**config.mk**
```make
export PLATFORM = sky130hd
export DESIGN_NAME = trap_ctrl
export DESIGN_NICKNAME = d
export VERILOG_FILES = /design/src/rtl/trap_ctrl.sv
export SDC_FILE = /design/constraint.sdc
export NUM_CORES = 1
export LEC_CHECK = 0
export CORE_AREA = 10 10 186 188
export CTS_BUF_LIST = sky130_fd_sc_hd__clkbuf_8
export DETAILED_ROUTE_END_ITERATION = 6
export DIE_AREA = 0 0 196 198
export PLACE_DENSITY_LB_ADDON = 0.12
export SYNTH_ARGS = -nofsm -noshare
export SYNTH_HDL_FRONTEND = slang
export SYNTH_SLANG_ARGS = --single-unit
```
**constraint.sdc**
```tcl
create_clock -name clk -period 5.05 [get_ports clk]
set_input_delay 1.01 -clock clk [delete_from_list [all_inputs] [get_ports clk]]
set_output_delay 1.01 -clock clk [all_outputs]
set_load 0.01 [all_outputs]
```
**src/rtl/trap_ctrl.sv**
```systemverilog
// Trap sequencer and CSR write-port arbiter for the machine-mode CSR file.
// One event per trap (exception > MRET > interrupt) is drained, committed, then redirected.
module trap_ctrl #(
  parameter int DRAIN_MAX = 15
) (
  input  logic        clk,
  input  logic        reset,
  input  logic        EXC_VALID_SM,
  input  logic [4:0]  EXC_CAUSE_SM,
  input  logic [31:0] EXC_TVAL_SM,
  input  logic [31:0] PC_SM,
  input  logic        INSTR_VALID_SM,
  input  logic        MRET_SM,
  input  logic        IRQ_EXT,
  input  logic        IRQ_TIMER,
  input  logic        IRQ_SOFT,
  input  logic        CSR_ENABLE_SM,
  input  logic [11:0] CSR_WADR_SM,
  input  logic [31:0] CSR_WDATA_SM,
  input  logic [31:0] MSTATUS_RC,
  input  logic [31:0] MTVEC_VALUE_RC,
  input  logic [31:0] MIE_VALUE_RC,
  input  logic [31:0] MEPC_SC,
  input  logic        PIPE_EMPTY_SP,
  output logic        CSR_ENABLE_TC,
  output logic [11:0] CSR_WADR_TC,
  output logic [31:0] CSR_WDATA_TC,
  output logic        EXCEPTION_TC,
  output logic [31:0] MSTATUS_WDATA_TC,
  output logic [31:0] MIP_WDATA_TC,
  output logic [31:0] MEPC_WDATA_TC,
  output logic [31:0] MCAUSE_WDATA_TC,
  output logic [31:0] MTVAL_WDATA_TC,
  output logic        FLUSH_TC,
  output logic        STALL_TC,
  output logic        REDIRECT_VALID_TC,
  output logic [31:0] REDIRECT_PC_TC,
  output logic [1:0]  state_dbg
);

  localparam int CNT_W = $clog2(DRAIN_MAX + 1);

  typedef enum logic [1:0] {
    ST_IDLE     = 2'd0,
    ST_DRAIN    = 2'd1,
    ST_COMMIT   = 2'd2,
    ST_REDIRECT = 2'd3
  } state_t;

  state_t state, state_nxt;

  logic [2:0]       irq_meta, irq_sync;  // {ext, timer, soft}
  logic [31:0]      pend;
  logic [31:0]      irq_act;
  logic             irq_take;
  logic [4:0]       irq_code;
  logic             ev_exc, ev_mret, ev_irq, ev_any;
  logic [CNT_W-1:0] drain_cnt;
  logic             drain_done;

  logic             cap_mret;
  logic             cap_irq;
  logic [4:0]       cap_code;
  logic [31:0]      cap_epc;
  logic [31:0]      cap_tval;
  logic [31:0]      cap_mst;
  logic [31:0]      trap_mst, mret_mst;
  logic [31:0]      tvec_base, redirect_pc;

  always_ff @(posedge clk or posedge reset) begin
    if (reset) begin
      irq_meta <= '0;
      irq_sync <= '0;
    end else begin
      irq_meta <= {IRQ_EXT, IRQ_TIMER, IRQ_SOFT};
      irq_sync <= irq_meta;
    end
  end

  always_comb begin
    pend     = '0;
    pend[11] = irq_sync[2];
    pend[7]  = irq_sync[1];
    pend[3]  = irq_sync[0];
  end

  assign MIP_WDATA_TC = pend;
  assign irq_act      = pend & MIE_VALUE_RC;
  assign irq_take     = INSTR_VALID_SM & MSTATUS_RC[3] & (|irq_act);

  // External beats software beats timer, unlike the bit order.
  always_comb begin
    irq_code = 5'd7;
    if (irq_act[11])     irq_code = 5'd11;
    else if (irq_act[3]) irq_code = 5'd3;
  end

  assign ev_exc  = EXC_VALID_SM;
  assign ev_mret = MRET_SM & ~EXC_VALID_SM;
  assign ev_irq  = irq_take & ~EXC_VALID_SM & ~MRET_SM;
  assign ev_any  = (state == ST_IDLE) & (ev_exc | ev_mret | ev_irq);

  always_ff @(posedge clk or posedge reset) begin
    if (reset) begin
      cap_mret <= 1'b0;
      cap_irq  <= 1'b0;
      cap_code <= '0;
      cap_epc  <= '0;
      cap_tval <= '0;
      cap_mst  <= '0;
    end else if (ev_any) begin
      cap_mret <= ev_mret;
      cap_irq  <= ev_irq;
      cap_code <= ev_exc ? EXC_CAUSE_SM : (ev_irq ? irq_code : 5'd0);
      cap_epc  <= PC_SM;
      cap_tval <= ev_exc ? EXC_TVAL_SM : 32'd0;
      cap_mst  <= MSTATUS_RC;
    end
  end

  // Count is 1 in the first DRAIN cycle, so PIPE_EMPTY_SP can end the drain no earlier.
  always_ff @(posedge clk or posedge reset) begin
    if (reset) begin
      drain_cnt <= '0;
    end else if (ev_any) begin
      drain_cnt <= CNT_W'(1);
    end else if (state == ST_DRAIN && !drain_done) begin
      drain_cnt <= drain_cnt + CNT_W'(1);
    end
  end

  assign drain_done = PIPE_EMPTY_SP | (drain_cnt == CNT_W'(DRAIN_MAX));

  always_comb begin
    trap_mst        = cap_mst;
    trap_mst[7]     = cap_mst[3];
    trap_mst[3]     = 1'b0;
    trap_mst[12:11] = 2'b11;
    mret_mst        = cap_mst;
    mret_mst[3]     = cap_mst[7];
    mret_mst[7]     = 1'b1;
    mret_mst[12:11] = 2'b11;
  end

  assign tvec_base = {MTVEC_VALUE_RC[31:2], 2'b00};

  always_comb begin
    redirect_pc = tvec_base;
    if (cap_mret)
      redirect_pc = MEPC_SC;
    else if (cap_irq && MTVEC_VALUE_RC[1:0] == 2'b01)
      redirect_pc = tvec_base + {25'd0, cap_code, 2'b00};
  end

  always_ff @(posedge clk or posedge reset) begin
    if (reset) state <= ST_IDLE;
    else       state <= state_nxt;
  end

  assign state_dbg = state;

  always_comb begin
    state_nxt         = state;
    CSR_ENABLE_TC     = 1'b0;
    CSR_WADR_TC       = '0;
    CSR_WDATA_TC      = '0;
    EXCEPTION_TC      = 1'b0;
    MSTATUS_WDATA_TC  = '0;
    MEPC_WDATA_TC     = '0;
    MCAUSE_WDATA_TC   = '0;
    MTVAL_WDATA_TC    = '0;
    FLUSH_TC          = 1'b0;
    STALL_TC          = 1'b0;
    REDIRECT_VALID_TC = 1'b0;
    REDIRECT_PC_TC    = '0;
    case (state)
      ST_IDLE: begin
        // A pipeline CSR write coinciding with a trap event is dropped.
        CSR_ENABLE_TC = CSR_ENABLE_SM & ~ev_any;
        CSR_WADR_TC   = CSR_WADR_SM;
        CSR_WDATA_TC  = CSR_WDATA_SM;
        if (ev_any) state_nxt = ST_DRAIN;
      end
      ST_DRAIN: begin
        FLUSH_TC = 1'b1;
        STALL_TC = 1'b1;
        if (drain_done) state_nxt = ST_COMMIT;
      end
      ST_COMMIT: begin
        STALL_TC = 1'b1;
        if (cap_mret) begin
          CSR_ENABLE_TC = 1'b1;
          CSR_WADR_TC   = 12'h300;
          CSR_WDATA_TC  = mret_mst;
        end else begin
          EXCEPTION_TC     = 1'b1;
          MSTATUS_WDATA_TC = trap_mst;
          MEPC_WDATA_TC    = cap_epc;
          MCAUSE_WDATA_TC  = {cap_irq, 26'd0, cap_code};
          MTVAL_WDATA_TC   = cap_tval;
        end
        state_nxt = ST_REDIRECT;
      end
      ST_REDIRECT: begin
        STALL_TC          = 1'b1;
        REDIRECT_VALID_TC = 1'b1;
        REDIRECT_PC_TC    = redirect_pc;
        state_nxt         = ST_IDLE;
      end
      default: state_nxt = ST_IDLE;
    endcase
  end

endmodule

```
==> qor.txt <==
fmax - 211 MHz
synthesized area - 0.00742 mm^2
first-pass GRT wire length - 50000 um
status - completed
crit-path max FO - 9
Critical Path Start - MTVEC_VALUE_RC[5]
clock sinks - 113
initial antenna violation count - 6
Synth top cells by count - nand2_1 (274), and2_1 (113), dfrtp_1 (113), buf_4 (70), clkbuf_1 (39)
Yosys top cell area share - 38.1%
post-DP HPWL - 26000 um
wirelength, routed - 33500 um
Slew HR - 36.0%
ranking of synthesized cells by area - dfrtp_1 (38%), nand2_1 (14%), and2_1 (9.5%)
Die Width - 196 um
P_int - 3.21 mW
Final Hold Fails - 0
Yosys reg bits - 113
leading area contributor after synthesis - dfrtp_1
RSZ-0062 raised after global routing - false
die area - 0.0388 mm^2
Post-DRT Antenna Nets - 0
Hold Worst Slack - 0.349 ns
Core ar. - 0.0311 mm^2
synth warn - 0
VDD IR max - 0.230 mV
# IOs - 494
crit path launch type - primary input
Worst-Margin Slew - 0.953 ns
Setup TNS - 0 ns
slowest library cell on the worst path - clkdlybuf4s50_1
wire length per cell - 19.8 um
Comb pwr share - 56.6%
Async S/R FF share, synth - 100%
clk_skew - 0.0191 ns
Die Y - 198 um
# setup viols final - 0
drt drc - 0
Switching Fraction - 41.9%
post-CTS sizing - 0
crit-path max cell delay - 0.58 ns
Clock transition at path regs - 0.07 ns
cells after synthesis - 901
cts hold-fix bufs - 0
gr ovfl total - 0
Non-Filler Instances - 1696
PD cells - 460 mW/mm^2
clock latency on the worst-skew pair - 0.43 ns
Pre-antenna DRT Iters - 4
Setup WS post-layout - 0.301 ns
CTS tree - yes
DRT iter0 DRCs - 300
area of the multi-input gates - 0.00402 mm^2
I/O Buffers - 406
max cap viols - 0
fin crit share - 94.0%
Worst setup EP type - primary output
vias in the first global route - 7768
part of the power in registers - 27.7%
RePlAce Congestion - 0.789
Crit Path Category - primary input to primary output
cell with the most instances after synthesis - nand2_1
Cell Rows - 65
hold crit path type - flop to flop
crit-path most repeated cell - clkdlybuf4s50_1
total CTS buffers - 17
min cycle time layout - 4.75 ns
CP cell instances - clkdlybuf4s50_1 > ha_1 > a21o_1 > a21oi_2 > a21oi_1 > nand4_1 > o311a_1 > clkdlybuf4s50_1
reg-to-reg startpoint - state_dbg[0]
Cell variety after synth - 58
Starting Density - 23.9%
number of synthesized flops with an enable pin - 0
Root Buffer - clkbuf_8
Arr. time, crit path - 3.74 ns
Seq/Total Area, Yosys - 38.1%
Longest Clk Path Bufs - 2
synth-to-layout area growth - 61.6%
worst slack, placed - 0.301 ns
Final Max Slew Viols - 0
Total GRT Usage - 16.6%
Worst EP required - 4.04 ns
Net Switching - 2.31 mW
average size of a mapped cell - 8.23 um^2
number of fill cells - 3273
Sequential cell area - 0.00283 mm^2
depth of the CTS H-tree - 4
post-CTS setup buffer count - 0
main flop type after synthesis - dfrtp_1
Clk pwr share - 15.7%
hold path startpoint - irq_meta[0]
vias - 7459
post-placement cell count - 1662
layout cells sized above 1 - 5.96%
Final #Nets - 1542
via/cell ratio - 4.40
largest net degree at the start of global routing - 87
leakage power - 5.36 nW
-- metal layers --
| metal | vias up | track usage, % | share of wire (%) |
|---|---|---|---|
| met1 | 3498 | 19.3 | 41 |
| met5 | - | 0 | 0.17 |
| met4 | 8 | 2.83 | 0.78 |
| met2 | 304 | 27.4 | 47 |
| met3 | 23 | 8.15 | 11 |
| li1 | 3626 | - | - |
-- cell usage in the layout, fill, tap and decap left out, drive strengths merged, types with 19 or more instances in the layout --
master           n
and2           113
dfrtp          113
a22o            37
o21ai           21
a21oi           22
nand2          274
nand3           38
buf             20
conb            56
clkbuf          19
clkdlybuf4s50  405
-- final timing paths --
check                                      to  slack, ns  cells past startpoint
max in group asynchronous         cap_epc[11]       2.95                      3
setup reg to reg                   cap_mst[9]       2.45                      6
setup / recovery           REDIRECT_PC_TC[31]       0.30                      8
min in group asynchronous        cap_tval[21]       1.09                      2
hold reg to reg                   irq_sync[0]       0.35                      0
hold / removal                    irq_sync[0]       0.35                      0
-- cell families after synthesis --
logic type                 share of synthesized area (%)
adders and majority gates                           2.13
muxes                                              0.422
other                                             0.0506
AOI/OAI and AO/OA                                   13.8
buffers and inverters                               10.9
and+or+nand+nor                                     31.8
xor gates and xnor gates                            2.83
DFF                                                 38.1
-- through the flow --
stage	power (mW)	instance area (um^2)	utilization [%]
after CTS	5.64	12000	38.6
after detailed placement	4.73	11600	37.3
final	5.51	12000	38.6
after floorplan	3.20	7620	-
after global placement	4.72	11600	37.3
after global routing	6.00	12000	38.6
-- worst max-delay path, delay by kind of cell --
kind	cells	cell delay (ns)
AO/OA/AOI/OAI	4	1.16
adder cells (fa/ha/maj)	1	0.38
buffers and inverters	2	1.02
AND/OR/NAND/NOR	1	0.15
-- sequential cells by signal, indices dropped and copies added (netlist names) --
signal,cells
cap_epc,32
cap_tval,32
cap_irq,1
irq_meta,3
cap_mst,30
cap_code,5
state_dbg,2
irq_sync,3
cap_mret,1
drain_cnt,4
-- cell type report --
class	count	share of cell area [%]
inverters	10	0.355
repair buffers	425	35.1
well taps	402	4.20
clock inverters	13	1.03
diodes	2	0.0418
multi-input cells	712	33.5
flip-flops and latches	113	23.6
clock buffers	19	2.18
-- power by group through the flow --
| stage | registers (mW) | clock network [mW] | logic (mW) |
|---|---|---|---|
| final | 1.53 | 0.866 | 3.12 |
| after global routing | 1.58 | 0.944 | 3.47 |
| after CTS | 1.54 | 0.906 | 3.20 |
| after detailed placement | 1.55 | 0 | 3.19 |
| after global placement | 1.54 | 0 | 3.18 |
| after floorplan | 1.46 | 0 | 1.74 |
No activity file was read; power rests on OpenSTA's default activity.
==> variant (config.mk and constraints unchanged) <==
`DRAIN_MAX`: 15 -> 16.
--- a/src/rtl/trap_ctrl.sv
+++ b/src/rtl/trap_ctrl.sv
@@ -1,7 +1,7 @@
 // Trap sequencer and CSR write-port arbiter for the machine-mode CSR file.
 // One event per trap (exception > MRET > interrupt) is drained, committed, then redirected.
 module trap_ctrl #(
-  parameter int DRAIN_MAX = 15
+  parameter int DRAIN_MAX = 16
 ) (
   input  logic        clk,
   input  logic        reset,
Function: no difference found for any inputs over 4 cycles, from zero or initial values and one cycle with reset high; that may be too few to reach the edited logic, so the function may still have changed.
==> variant against the original RTL <==
- synthesized area down 2.8%
- worst setup slack got worse by 0.11 ns
- power grew 0.73%
- die area unchanged
- wire length increased by 0.25%
- sequential cell count grew 1
- non-clock buffer count is the same
- count of clock-buffer cells in the layout shrank 2
- final cell count is 3.1% lower
- global-route usage hardly changed
- cell area is 0.65% lower
- highest routed layer unchanged
==> variant: results <==
group,metric,value,unit
status,outcome,"finished clean",
clock_tree,cts_setup_buffers,0,
worst_hold_path,min_path_type,"reg -> reg",
critical_path,path_delay_family,"buffers and inverters",
clock_tree,cts_buffers,17,
logic_synthesis,synth_top_cells_by_count,"nand2_1, dfrtp_1, and2_1",
logic_synthesis,ys_seq_area_share,39.6,%
logic_synthesis,syn_area_per_cell,8.53,sq um
clock_tree,cts-htree-levels,4,
clock_tree,worstSkewPairLatency,0.44,ns
critical_path,worstSetupEndpoint,"REDIRECT_PC_TC[30]",
global_routing,grt_pass1_wl,49.9,mm
critical_path,crit_arrival,3.85,ns
logic_synthesis,netlist_top_cells_area,"dfrtp_1, nand2_1, and2_1",
placement,placed_area,11500,sq um
critical_path,r2r-start,"irq_sync[0]$_DFF_PP0_",
routing,viasPerCell,4.39,
critical_path,cp_max_fo,4,
global_routing,grt_pass1_vias,7700,
routing,wire_per_inst,20.4,microns
logic_synthesis,synth_xor_area_share,2.67,%
sta,clock.fmax,206,MHz
placement,post-dp-hpwl,26.1,mm
global_routing,antenna_found_initial,2,
placement,gp_congestion,0.791,
finish,n_fill_cell,3197,
placement,placedCellCount,1611,
sta,skew,0.0143,ns
logic_synthesis,ys.flop_type,"dfrtp_1",
global_routing,grt_start_max_net_pins,71,
critical_path,crit_start,"MTVEC_VALUE_RC[2]",
routing,drtIter0Drc,324,
critical_path,r2r_end,"cap_mst[14]$_DFFE_PP0N_",
sta,holdWs,0.350,ns
worst_hold_path,min_path_cells,0,
worst_hold_path,holdPathEnd,"irq_sync[2]$_DFF_PP0_",
logic_synthesis,synthAdderAreaFrac,2.36,%
logic_synthesis,ys.warnings.count,0,
finish,drive_gt1_share,5.48,%
finish,nNetsFinal,1492,
routing,drt_pass1_iterations,4,
global_routing,grt_util_all_layers,16.7,%
power,vdd_drop_max,0.238,mV
worst_hold_path,holdCritStartpoint,"irq_meta[2]$_DFF_PP0_",
power,p_leak,5.25,nW
logic_synthesis,synth.area.mux_share,0.434,%
logic_synthesis,synth_compound_area_share,18.2,%
sta,tightest_slew,1.00,ns
placement,dp_slack,0.105,ns
routing,via_count,7217,
[variant: area by class of cell]
| type | instances | area, sq um | share of cell area, % |
|---|---|---|---|
| timing repair buffer | 425 | 4220 | 35.5 |
| multi-input combinational | 652 | 3850 | 32.4 |
| sequential | 114 | 2850 | 24.0 |
| tap | 402 | 503 | 4.22 |
| clock buffer | 17 | 234 | 1.97 |
| clock inverter | 14 | 165 | 1.39 |
| inverter | 18 | 70.1 | 0.588 |
| antenna | 2 | 5.00 | 0.0420 |
[variant: timing repair]
item,in CTS,in global routing
resized for setup,0,4
hold buffers,0,0
setup endpoints to repair,0,6
[variant: layer usage]
metal / GRT usage, % / vias up / share of wire (%)
li1: - / 3498 / -
met1: 18.8 / 3373 / 39
met2: 27.7 / 319 / 48
met3: 7.98 / 23 / 11
met4: 4.19 / 4 / 1.5
met5: 0 / - / 0.068
[variant: report_power, final]
group	internal (mW)	switching (mW)
registers	1.30	0.249
clock network	0.485	0.424
logic	1.53	1.57
total	3.31	2.25
